`src/rtl/ddr3_req_scheduler.sv`:
```
// rtl/ddr3_req_scheduler.sv - single-client request scheduler for ddr3_controller
// Owns the tREFI timer with a postponement budget and issues one-cycle command pulses.
module ddr3_req_scheduler #(
  parameter int FREQ         = 78_750_000,
  parameter int REFI_NS      = 7813,
  parameter int MAX_POSTPONE = 8,
  parameter int ADDR_W       = 26
) (
  input  logic              clk,
  input  logic              rst,
  input  logic              req_valid,
  input  logic              req_we,
  input  logic [ADDR_W-1:0] req_addr,
  input  logic [15:0]       req_din,
  output logic              req_ready,
  output logic              rsp_valid,
  output logic [15:0]       rsp_data,
  output logic [127:0]      rsp_data128,
  output logic              ctl_rd,
  output logic              ctl_wr,
  output logic              ctl_refresh,
  output logic [ADDR_W-1:0] ctl_addr,
  output logic [15:0]       ctl_din,
  input  logic              ctl_busy,
  input  logic              ctl_data_ready,
  input  logic [15:0]       ctl_dout,
  input  logic [127:0]      ctl_dout128,
  output logic [3:0]        refresh_debt,
  output logic              refresh_overflow
);

  localparam int REFI_CYC = (FREQ / 1000) * REFI_NS / 1_000_000;
  localparam int TW       = $clog2(REFI_CYC);
  localparam logic [TW-1:0] TICK_LAST = TW'(REFI_CYC - 1);
  localparam logic [3:0]    DEBT_MAX  = 4'(MAX_POSTPONE);

  typedef enum logic [2:0] {
    S_IDLE, S_GUARD, S_WAIT_WR, S_WAIT_RD, S_WAIT_REF
  } state_t;

  typedef enum logic [1:0] {C_WR, C_RD, C_REF} cmd_t;

  state_t              state_q, state_d;
  cmd_t                cmd_q, cmd_d;
  logic                armed_q, armed_d;
  logic [TW-1:0]       tick_q, tick_d;
  logic [3:0]          debt_q, debt_d;
  logic                ovf_q, ovf_d;
  logic                rd_q, rd_d, wr_q, wr_d, ref_q, ref_d;
  logic [ADDR_W-1:0]   addr_q, addr_d;
  logic [15:0]         din_q, din_d;
  logic                rsp_valid_q, rsp_valid_d;
  logic [15:0]         rsp_data_q, rsp_data_d;
  logic [127:0]        rsp128_q, rsp128_d;
  logic                got_q, got_d;
  logic                wrap, issue_ref, debt_full;

  always_ff @(posedge clk or posedge rst) begin
    if (rst) begin
      state_q     <= S_IDLE;
      cmd_q       <= C_WR;
      armed_q     <= 1'b0;
      tick_q      <= '0;
      debt_q      <= '0;
      ovf_q       <= 1'b0;
      rd_q        <= 1'b0;
      wr_q        <= 1'b0;
      ref_q       <= 1'b0;
      addr_q      <= '0;
      din_q       <= '0;
      rsp_valid_q <= 1'b0;
      rsp_data_q  <= '0;
      rsp128_q    <= '0;
      got_q       <= 1'b0;
    end else begin
      state_q     <= state_d;
      cmd_q       <= cmd_d;
      armed_q     <= armed_d;
      tick_q      <= tick_d;
      debt_q      <= debt_d;
      ovf_q       <= ovf_d;
      rd_q        <= rd_d;
      wr_q        <= wr_d;
      ref_q       <= ref_d;
      addr_q      <= addr_d;
      din_q       <= din_d;
      rsp_valid_q <= rsp_valid_d;
      rsp_data_q  <= rsp_data_d;
      rsp128_q    <= rsp128_d;
      got_q       <= got_d;
    end
  end

  always_comb begin
    state_d     = state_q;
    cmd_d       = cmd_q;
    armed_d     = armed_q | ~ctl_busy;
    rd_d        = 1'b0;
    wr_d        = 1'b0;
    ref_d       = 1'b0;
    addr_d      = addr_q;
    din_d       = din_q;
    rsp_valid_d = 1'b0;
    rsp_data_d  = rsp_data_q;
    rsp128_d    = rsp128_q;
    got_d       = got_q;
    debt_d      = debt_q;
    ovf_d       = ovf_q;
    issue_ref   = 1'b0;
    debt_full   = (debt_q >= DEBT_MAX);
    wrap        = armed_q && (tick_q == TICK_LAST);
    tick_d      = (!armed_q || wrap) ? '0 : tick_q + TW'(1);
    req_ready   = armed_q && (state_q == S_IDLE) && !ctl_busy && !debt_full;

    unique case (state_q)
      S_IDLE: begin
        if (armed_q && !ctl_busy) begin
          if (debt_full) begin
            issue_ref = 1'b1;
            ref_d     = 1'b1;
            cmd_d     = C_REF;
            state_d   = S_GUARD;
          end else if (req_valid) begin
            wr_d    = req_we;
            rd_d    = !req_we;
            addr_d  = req_addr;
            din_d   = req_din;
            cmd_d   = req_we ? C_WR : C_RD;
            got_d   = 1'b0;
            state_d = S_GUARD;
          end else if (debt_q != 4'd0) begin
            issue_ref = 1'b1;
            ref_d     = 1'b1;
            cmd_d     = C_REF;
            state_d   = S_GUARD;
          end
        end
      end
      // Controller raises busy a cycle after the pulse, so busy is not trusted here.
      S_GUARD: begin
        unique case (cmd_q)
          C_WR:    state_d = S_WAIT_WR;
          C_RD:    state_d = S_WAIT_RD;
          default: state_d = S_WAIT_REF;
        endcase
      end
      S_WAIT_WR, S_WAIT_REF: begin
        if (!ctl_busy) state_d = S_IDLE;
      end
      S_WAIT_RD: begin
        if ((got_q || ctl_data_ready) && !ctl_busy) begin
          state_d = S_IDLE;
          got_d   = 1'b0;
        end
      end
      default: state_d = S_IDLE;
    endcase

    if (ctl_data_ready && (cmd_q == C_RD) && !got_q &&
        ((state_q == S_GUARD) || (state_q == S_WAIT_RD))) begin
      rsp_valid_d = 1'b1;
      rsp_data_d  = ctl_dout;
      rsp128_d    = ctl_dout128;
      if (state_q == S_GUARD) got_d = 1'b1;
    end

    // A wrap and an issued refresh in the same cycle cancel out.
    if (wrap && !issue_ref) begin
      if (debt_full) ovf_d = 1'b1;
      else           debt_d = debt_q + 4'd1;
    end else if (!wrap && issue_ref) begin
      debt_d = debt_q - 4'd1;
    end
  end

  assign rsp_valid        = rsp_valid_q;
  assign rsp_data         = rsp_data_q;
  assign rsp_data128      = rsp128_q;
  assign ctl_rd           = rd_q;
  assign ctl_wr           = wr_q;
  assign ctl_refresh      = ref_q;
  assign ctl_addr         = addr_q;
  assign ctl_din          = din_q;
  assign refresh_debt     = debt_q;
  assign refresh_overflow = ovf_q;

endmodule
```
`config.mk`:
```
export PLATFORM = sky130hd
export DESIGN_NAME = ddr3_req_scheduler
export DESIGN_NICKNAME = d
export VERILOG_FILES = /design/src/rtl/ddr3_req_scheduler.sv
export SDC_FILE = /design/constraint.sdc
export NUM_CORES = 1
export LEC_CHECK = 0
export ABC_AREA = 1
export BUFFER_PORTS_ARGS = -buffer_cell sky130_fd_sc_hd__buf_2
export CAP_MARGIN = 20
export CORE_AREA = 2 2 152 154
export DETAILED_ROUTE_END_ITERATION = 6
export DIE_AREA = 0 0 154 156
export PLACE_DENSITY_LB_ADDON = 0.05
export SYNTH_ARGS = -nofsm -noshare
export SYNTH_HDL_FRONTEND = slang
export SYNTH_SLANG_ARGS = --single-unit
```
`constraint.sdc`:
```
create_clock -name clk -period 7.2 [get_ports clk]
set_input_delay 0.72 -clock clk [delete_from_list [all_inputs] [get_ports clk]]
set_output_delay 0.72 -clock clk [all_outputs]
set_load 0.01 [all_outputs]
```
# After elaboration in Yosys (flattened, before gate mapping)
# Cells that the tools add are included.
# word_totals
register_bits	212
input_bits	192
output_inout_bits	196
elab_cells	102
# op_classes
add_sub_neg	3
order_cmp	1
n_eq_ne	11
mux	37
bitwise_logic	3
n_reduce_logical	32
# ops
operator	count
two-way mux 1 bit	21
two-way mux 3 bit	6
two-way mux 4 bit	3
one-hot mux 3 bit (4 select lines)	1
logical AND 1 bit	11
adder 10 x 1 -> 10 bit (second input constant)	1
equality test 10 bit (second input constant)	1
two-way mux 10 bit	1
AND reduction 4 bit	2
logical NOT 1 bit	7
equality test 3 x 2 -> 1 bit (second input constant)	2
two-way mux 2 bit	3
!= test 2 bit (second input constant)	3
one-hot mux 3 bit (2 select lines)	1
adder 4 x 1 -> 4 bit (second input constant)	1
>= comparator 4 bit (second input constant)	1
!= test 4 x 3 -> 1 bit (second input constant)	1
AND reduction 2 bit	2
nonzero test 4 bit	1
subtractor 4 x 1 -> 4 bit (second input constant)	1
equality test 3 x 1 -> 1 bit (second input constant)	1
equality test 3 bit (second input constant)	1
logical NOT 3 bit	1
logical OR 1 bit	3
other kinds (10)	11

# Longest topological paths before layout
# logic_depth
depth_word	10
ltp_mapped	15
depth_no_buf	15

# Worst setup path after synthesis
# Ideal clock, no wire load.
# synth_path
kind	input -> register
from	input port ctl_busy
to	register debt_q[3], in the netlist refresh_debt[3]
setup_time_ns	0.125
t_arrival_ns	2.012
required_ns	7.075
slack_ns	5.063
cell_stages	14
n_path_buf	0
path_cell_list	nor2_4 inv_2 nor2_2 nand2_1 inv_2 nor2_1 inv_1 ha_1 nand2_1 nand2_1 nor2_1 nand3_1 nand2_1 nand3_1
# synth_between
elab_chain_len	8
elab_cells_between_ends	11
cone_classes	1 x eq/ne; 3 x mux; 7 x reduce/logical
# synth_lines
element	line	source
start: declaration	24	input logic ctl_busy,
logical NOT 1 bit *	117	if (armed_q && !ctl_busy) begin
logical AND 1 bit *	117	
two-way mux 1 bit *	117	
two-way mux 1 bit *	115	unique case (state_q)
net issue_ref	56	logic wrap, issue_ref, debt_full;
logical NOT 1 bit	168	if (wrap && !issue_ref) begin
logical AND 1 bit	168	
!= test 2 bit (no source line) / nonzero test 2 bit (equally long branches)	n/a	
AND reduction 2 bit (no source line)	n/a	
end signal: assignment	80	debt_q <= debt_d;
end: declaration	47	logic [3:0] debt_q, debt_d;
# The timed path passes the listed nets; every way through them passes the cells marked *.
# A chain may end at the register's enable or synchronous reset.

# Worst setup path in the final report
# layout_path
from	register cmd_q[1]
to	register rsp128_q[79], in the netlist rsp_data128[79]
# layout_between
elab_chain_len	4
# layout_lines
element	line	source
start: declaration	44	cmd_t cmd_q, cmd_d;
start signal: assignment	77	cmd_q <= cmd_d;
equality test 2 x 1 -> 1 bit	159	if (ctl_data_ready && (cmd_q == C_RD) && !got_q &&
logical AND 1 bit (3 in series)	159	
end signal: assignment	89	rsp128_q <= rsp128_d;
end: declaration	54	logic [127:0] rsp128_q, rsp128_d;
# Every way passes these cells.

==> summary.txt <==
Worst-path clk slew - 60 ps
CTS Buf Count - 24
Final setup fails - 0
Synth Instances - 942
Non-filler instance count after layout - 1,624
Worst slew pin tran - 904 ps
Max-cap violation count - 0
IO Count - 388
Commonest cells in the netlist - 590 x nand2_1, 212 x dfrtp_1, 28 x buf_2, 21 x nor2_1
Ys flop type - dfrtp_1
CTS Hold Bufs - 0
Synthesis-to-finish area growth - 34.7%
Post-route setup TNS - 0 ps
Syn_nets - 1,139
Worst skew pair latency - 510 ps
Fmax - 336 MHz
Overflow after GRT - 0
YS warnings - 0
Die width - 154 um
DRC - 0
Final max-slew violation count - 0
Yosys top cell area share - 0.638
Top-count cell post-synth - nand2_1
Worst-path maximum fanout - 84
Die H - 156 um
Initial DRT Pass Iterations - 4
Detail Route Antenna Nets - 0
Pre-CTS WS - 3750 ps
Number of enable flip-flop cells after synthesis - 0
Final nets - 1,517
Critical Path AT - 3420 ps
Async set-or-reset flop fraction in the synthesized netlist - 1.00
Core region area - 0.0224 mm^2
Placed insts - 1,578
Peak supply drop - 0.197 mV
Largest net degree at the start of global routing - 144
Pwr dens - 386 mW/mm^2
Req. time, crit path - 7640 ps
Share of cells above drive strength 1 - 0.328
Antenna violations before repair - 6
Fillers - 2,197
Gpl congestion - 0.792
Design Power - 4.32 mW
Clk sink count - 212
Longest Clk Path Bufs - 3
Post-cts sizing count - 0
Vias per cell - 4.43
DR vias - 7,198
FP Rows - 55
Status - completed
Post-synth cell types - 26
Setup CP Type - flip-flop to flip-flop
Final period util - 0.413
Area leader, netlist - dfrtp_1
Static Leak - 6.84 nW
Postcts setup bufs - 0
Wire length per cell - 15.2 um
First-pass GRT wire length - 39,000 um
CTS tree - yes
Final wirelength - 24,700 um
RSZ-0062 raised after global routing - no
Post-layout min period - 2980 ps
Hold/Removal Path Class - primary input to asynchronous set/reset pin
Total die area - 0.0240 mm^2
Clock Skews - 12.0 ps
Initial Utilization - 0.372
Top post-synthesis cells by area - dfrtp_1 64%, nand2_1 27%, buf_2 1.7%
Final count of hold timing violations - 0
Clock Tree Root - clkbuf_16
Vias in the first global route - 7,218
IO Port Bufs - 387
Fin worst setup slack - 4220 ps
H-tree Lvls - 1
GRT Util Overall - 0.202
Slew margin rel. - 0.397
CP Capture Type - flip-flop
Synthesized cell area - 0.00832 mm^2
HPWL Detailed - 17,100 um
CP startpoint kind - flip-flop
Avg Cell Area, Syn - 8.83 um^2
Sequential area share after synthesis - 0.638
Initial DRC count - 500
Seq cells post-synth - 212
## cell usage in the layout, fill, tap and decap left out, types with 2 or more instances in the layout
cell,Yosys,routed
inv_2,7,6
inv_1,17,16
nor2_1,21,21
nor3_1,4,4
clkinv_2,0,2
clkbuf_16,0,25
clkbuf_8,0,4
nand3_1,17,17
buf_2,28,387
nor2_2,2,2
dfrtp_1,212,212
ha_1,4,4
nand2_1,590,589
clkbuf_1,0,7
diode_2,0,5
nor4_1,2,2
nand4_1,3,3
bufinv_16,0,2
xor2_1,3,3
buf_4,2,4
a21oi_1,6,6
o21ai_0,5,5
## worst max-delay path: stages, from the launching register on
cell	delay, ps
dfrtp_1	390
inv_2	80
nand3_1	60
nor2_1	170
nand2_4	460
inv_4	830
buf_4	650
nand2_1	110
nand2_1	90
## sequential cells by signal, indices dropped and copies added (netlist names)
register          count
refresh_debt          4
rsp_valid             1
ctl_wr                1
ctl_addr             26
ctl_din              16
rsp_data128         128
rsp_data             16
got_q                 1
state_q               3
tick_q               10
refresh_overflow      1
cmd_q                 2
ctl_refresh           1
armed_q               1
ctl_rd                1
## per-layer routing
| metal | wire, um | track usage | share of wire |
|---|---|---|---|
| met5 | 16 | 0 | 0.00065 |
| met1 | 10300 | 0.261 | 0.41 |
| met2 | 11500 | 0.323 | 0.46 |
| met4 | 578 | 0.0636 | 0.023 |
| met3 | 2440 | 0.0700 | 0.098 |
## final cells by class
class / count / area (um^2) / area share
tap: 285 / 357 / 0.0318
sequential: 212 / 5310 / 0.473
clock inverter: 4 / 70.1 / 0.00625
inverter: 24 / 100 / 0.00893
timing repair buffer: 392 / 1990 / 0.178
antenna: 5 / 12.5 / 0.00112
clock buffer: 36 / 707 / 0.0631
multi-input combinational: 666 / 2660 / 0.238
## worst paths after layout
kind                                             start                           to  slack [ps]  cells past startpoint
min in group clk                       ctl_dout128[56]  rsp_data128[56]$_DFFE_PP0P_         400                      3
hold reg to reg            rsp_data128[78]$_DFFE_PP0P_  rsp_data128[78]$_DFFE_PP0P_         470                      2
setup reg to reg                  cmd_q[1]$_DFFE_PP0P_  rsp_data128[79]$_DFFE_PP0P_        4220                      8
setup / recovery                  cmd_q[1]$_DFFE_PP0P_  rsp_data128[79]$_DFFE_PP0P_        4220                      8
hold / removal                                     rst     rsp_data[12]$_DFFE_PP0P_         160                      2
max in group asynchronous                          rst              got_q$_DFF_PP0_        5280                      4
## logic make-up after synthesis
family                     count (synthesis)  share of synthesized area
buffers and inverters                     64                     0.0430
and+or+nand+nor                          641                      0.296
DFF                                      212                      0.638
adders and majority gates                  5                    0.00842
AOI/OAI and AO/OA                         17                     0.0119
xor gates and xnor gates                   3                    0.00316
## metrics by stage
stage | hold slack (ps) | instance area (um^2) | utilization
after floorplan | 455 | 8320 | -
after global placement | 457 | 10400 | 0.465
after detailed placement | 459 | 10400 | 0.465
after CTS | 373 | 11200 | 0.499
after global routing | 164 | 11200 | 0.501
final | 156 | 11200 | 0.501
## power by group
part	switching [mW]	internal (mW)
registers	0.229	1.60
clock network	0.479	0.743
logic	0.755	0.519
total	1.46	2.86
Note: power is estimated with default switching activity, not from simulation.
